$ cat config.mk
export PLATFORM = sky130hd
export DESIGN_NAME = top_module_fsm_flat
export DESIGN_NICKNAME = d
export VERILOG_FILES = /design/src/rtl/top_module_fsm_if.sv /design/src/rtl/top_module_fsm.sv /design/src/flat_wrapper.sv
export SDC_FILE = /design/constraint.sdc
export NUM_CORES = 1
export LEC_CHECK = 0
export ABC_CLOCK_PERIOD_IN_PS = 1200
export BUFFER_PORTS_ARGS = -buffer_cell sky130_fd_sc_hd__buf_2
export CORE_AREA = 3 3 40 42
export CTS_CLUSTER_SIZE = 28
export DETAILED_ROUTE_END_ITERATION = 8
export DIE_AREA = 0 0 43 45
export HOLD_SLACK_MARGIN = 0.12
export PLACE_DENSITY = 0.43
export SYNTH_ARGS = -nofsm -noshare
export SYNTH_HDL_FRONTEND = slang
export SYNTH_SLANG_ARGS = --single-unit
$ cat constraint.sdc
create_clock -name clk -period 1.2 [get_ports clk]
set_input_delay 0.12 -clock clk [delete_from_list [all_inputs] [get_ports clk]]
set_output_delay 0.12 -clock clk [all_outputs]
set_load 0.1 [all_outputs]
$ cat src/rtl/top_module_fsm_if.sv
// Bundles the one-hot state inputs, FSM input and next-state outputs
// shared between the next-state block and whoever drives it.
interface top_module_fsm_if;
  logic [6:1] y;
  logic       w;
  logic       Y2;
  logic       Y4;
  logic [6:1] next_q;

  modport master (output y, output w, input Y2, input Y4, input next_q);
  modport slave  (input y, input w, output Y2, output Y4, output next_q);
endinterface

$ cat src/rtl/top_module_fsm.sv
// Next-state logic for a six-state one-hot FSM (A..F on y[1]..y[6]), with
// combinational B/D next-state bits and a registered copy of the full vector.
module top_module_fsm (
  input logic             clk,
  input logic             reset,
  top_module_fsm_if.slave bus
);

  logic [6:1] next_d;
  logic [6:1] next_q;

  // Literal bitwise equations: no one-hot check, so zero or multi-hot
  // patterns simply OR together the contributions of every set bit.
  always_comb begin
    next_d    = '0;
    next_d[1] = (bus.y[1] | bus.y[4]) & bus.w;
    next_d[2] = bus.y[1] & ~bus.w;
    next_d[3] = (bus.y[2] | bus.y[6]) & ~bus.w;
    next_d[4] = (bus.y[2] | bus.y[3] | bus.y[5] | bus.y[6]) & bus.w;
    next_d[5] = (bus.y[3] | bus.y[5]) & ~bus.w;
    next_d[6] = bus.y[4] & ~bus.w;
  end

  always_ff @(posedge clk) begin
    if (reset) next_q <= 6'b000001;
    else       next_q <= next_d;
  end

  // Y2/Y4 bypass the register and ignore reset entirely.
  assign bus.Y2     = next_d[2];
  assign bus.Y4     = next_d[4];
  assign bus.next_q = next_q;

endmodule

$ cat src/flat_wrapper.sv
// flat-port wrapper written by rule: the top's interface ports become plain ports
module top_module_fsm_flat 
  (clk, reset, bus_y, bus_w, bus_Y2, bus_Y4, bus_next_q);
  top_module_fsm_if bus_i ();
  input logic clk;
  input logic reset;
  input wire logic [$bits(bus_i.y)-1:0] bus_y;
  input wire logic [$bits(bus_i.w)-1:0] bus_w;
  output wire logic [$bits(bus_i.Y2)-1:0] bus_Y2;
  output wire logic [$bits(bus_i.Y4)-1:0] bus_Y4;
  output wire logic [$bits(bus_i.next_q)-1:0] bus_next_q;
  assign bus_i.y = bus_y;
  assign bus_i.w = bus_w;
  assign bus_Y2 = bus_i.Y2;
  assign bus_Y4 = bus_i.Y4;
  assign bus_next_q = bus_i.next_q;
  top_module_fsm u_core (.clk(clk), .reset(reset), .bus(bus_i));
endmodule
# == Word level (Yosys, flattened, before mapping) ==
# Cells that the tools add are included.
# op_classes
bitwise,13
# ops
op,count
$and 1x1->1,6
$or 1x1->1,6
$not 1->1,1
# totals
reg_bits,6
inputBits,9
out_inout_bits,8
elab_cells,14

# == Longest topological paths before layout ==
# logic_depth
depth_word,4
depth_mapped,2
depth_no_buf,2

# == Least setup slack after synthesis ==
# No wires, ideal clock.
# synth_path
path_type,input to output
from,in bus_w
to,out bus_Y2
arrival_time_ns,1.455
required_time_ns,1.080
slack_ns,-0.375
stages,1
n_path_buf,0
path_cell_list,nor2b_1
# synth_via
elab_chain_len,2
# synth_lines
element,line,source
start: declaration,flat_wrapper.sv:8,input wire logic [$bits(bus_i.w)-1:0] bus_w;
$not 1->1,top_module_fsm.sv:17,next_d[2] = bus.y[1] & ~bus.w;
$and 1x1->1,top_module_fsm.sv:17,
end: declaration,flat_wrapper.sv:9,output wire logic [$bits(bus_i.Y2)-1:0] bus_Y2;
# No other way between the ends.

# == Final worst setup path ==
# layout_path
from,in bus_y[5]
to,out bus_Y4
# layout_via
elab_chain_len,2
# layout_lines
element,line,source
start: declaration,flat_wrapper.sv:7,input wire logic [$bits(bus_i.y)-1:0] bus_y;
$or 1x1->1,top_module_fsm.sv:19,next_d[4] = (bus.y[2] | bus.y[3] | bus.y[5] | bus.y[6]) & bus.w;
$and 1x1->1,top_module_fsm.sv:19,
end: declaration,flat_wrapper.sv:10,output wire logic [$bits(bus_i.Y4)-1:0] bus_Y4;
# No other way between the ends.

==> impl_metrics.ini <==
[power]
leakage_uw = 0.0001613
p_total_uw = 558.6
vdd.ir_drop.worst_uv = 529.1
power_density_nw_per_um2 = 1666

[logic_synthesis]
netlist_area_um2 = 195.2
syn-num-nets = 26
syn_inst = 17
yosysSeqAreaShare_pct = 61.54
yosysUniqueCellTypes = 9
yosysTopAreaCellShare_pct = 61.54
synth_top_area_cell = dfxtp_1
ys.warnings.count = 0
synth_seq_cells = 6
synth.avg_cell_area_um2 = 11.48
synth_area_leaders = dfxtp_1, nor3b_1, nor2b_4

[clock_tree]
h-tree-depth = 1
post_cts_buffers = 0
cts_root_buf = clkbuf_4
clk_pin_slew_worst_paths_ns = 0.04
cts_tree = done
cts_buffers = 3
cts_max_path_buffers = 2
ctsHoldBuffers = 0
clock_sinks = 6
ctsResizeCount = 0

[layout]
finalNonFillerCells = 51
layout-drive-gt1-share_pct = 61.11
regMostFlops = u_core.bus.next_q
final_common_cell = buf_2
antennaDiodeCount = 0
area_growth_syn_to_layout_pct = 71.80
reg_top3 = u_core.bus.next_q (6)
nets = 47
largest_reg_flops = 6
most-common-layout-cells = buf_2, dfxtp_1, clkbuf_4
fillers = 145

[drt]
vias = 202
drc = 0
drt_pass1_iterations = 2
detail_route.wl_per_cell_um = 10.33
drtIter0Drc = 2
vias_per_cell = 3.961
routed_wl_um = 527
ant_nets = 0

[sta]
final.setup.tns_ns = 0
finalWorstSetupSlack_ns = 0.07665
post-route-period-util_pct = 93.61
final_hold_viol_count = 0
worst_pin_slew_ns = 0.4892
drv_slew = 0
slew_headroom_pct = 67.61
grt_setup_unrepaired = false
period_needed_ns = 1.123
fmax_mhz = 890.2
setup_viol = 0

[die]
die_w_um = 43
initial_core_util_pct = 15.19
num_io_pins = 17
die_h_um = 45
core_um2 = 1285
rows = 13
die_area_um2 = 1935

[min_path]
min_from = reset
hold_class = input port to register
min_to = u_core.bus.next_q[4]$_SDFF_PP0_
holdPathStages = 2

[setup_path]
required_ns = 1.08
critPathBufInv = 2
path_common_cell = buf_2
cp-end-kind = primary output
path_max_fanout = 2
cp.arrival_ns = 1.00
critPathSlowestCell = o41a_2
cp_slowest_stage_delay_ns = 0.48
cp_top_family = compound AO/OA/AOI/OAI gates
start_kind = input port
critPathKind = input port to primary output
cp_cell_sequence = buf_2 > o41a_2 > buf_2

[placed_design]
dp_slack_ns = 0.07529
portBuffers = 16
place_hpwl_um = 430.4
gp_congestion = 0.7102
place_inst = 48

[grt]
gr-total-overflow = 0
grtUsageTotal_pct = 7.179
grt_max_degree = 8
grt_pass1_wl_um = 931
grt_pass1_vias = 212
antenna_found_initial = 0

[run_status]
status = completed

[job]
maxCapViolCount = 0
==> per-stage QoR <==
step / hold WS, ns / area, µm² / util (%)
floorplan: 0.1843 / 198.9 / -
detailed placement: 0.3822 / 312.8 / 24.34
global placement: 0.3654 / 312.8 / 24.34
global route: 0.1355 / 335.3 / 26.10
finish: 0.1291 / 335.3 / 26.10
CTS: 0.1245 / 335.3 / 26.10
==> Yosys cell counts <==
library cell and n:
o41a_1 1, nor2b_4 1, nor2b_1 1, o21ai_0 1, nor2_1 2, dfxtp_1 6, nor3_1 2, nor3b_1 2
nand2b_1 1
==> area by class of cell <==
type / instances / area (µm²) / area share [%]
sequential: 6 / 120.1 / 35.82
multi-input combinational: 11 / 78.83 / 23.51
timing repair buffer: 16 / 95.09 / 28.36
tap: 15 / 18.77 / 5.597
clock buffer: 3 / 22.52 / 6.716
==> per-layer routing <==
metal / GRT usage, % / up-vias / routed length [µm]
met5: 0 / - / 0
met4: 1.807 / 0 / 0
met3: 8.367 / 0 / 100
met2: 9.880 / 19 / 224
met1: 7.039 / 86 / 202
li1: - / 97 / -
==> power by group <==
group / leakage [µW] / internal, µW / switching, µW
sequential: 0.0000497 / 210 / 2.31
clock: 0.0000138 / 113 / 70.6
combinational: 0.0000977 / 35.0 / 127
total: 0.000161 / 358 / 200
==> kinds of logic after synthesis <==
| logic type | share of synthesized area [%] |
|---|---|
| AOI/OAI and AO/OA | 8.330 |
| DFF | 61.54 |
| and+or+nand+nor | 30.13 |
==> worst max-delay path by stage <==
stage | from | endpoint | slack, ns | cells after the start
after floorplan | bus_y[5] | u_core.bus.next_q[4]$_SDFF_PP0_ | 0.03 | 2
after global placement | bus_y[5] | bus_Y4 | 0.08 | 3
after detailed placement | bus_y[5] | bus_Y4 | 0.08 | 3
after CTS | bus_y[5] | bus_Y4 | 0.07 | 3
after global routing | bus_y[5] | bus_Y4 | 0.05 | 3
final | bus_y[5] | bus_Y4 | 0.08 | 3
Power figures use the tool's default switching activity.
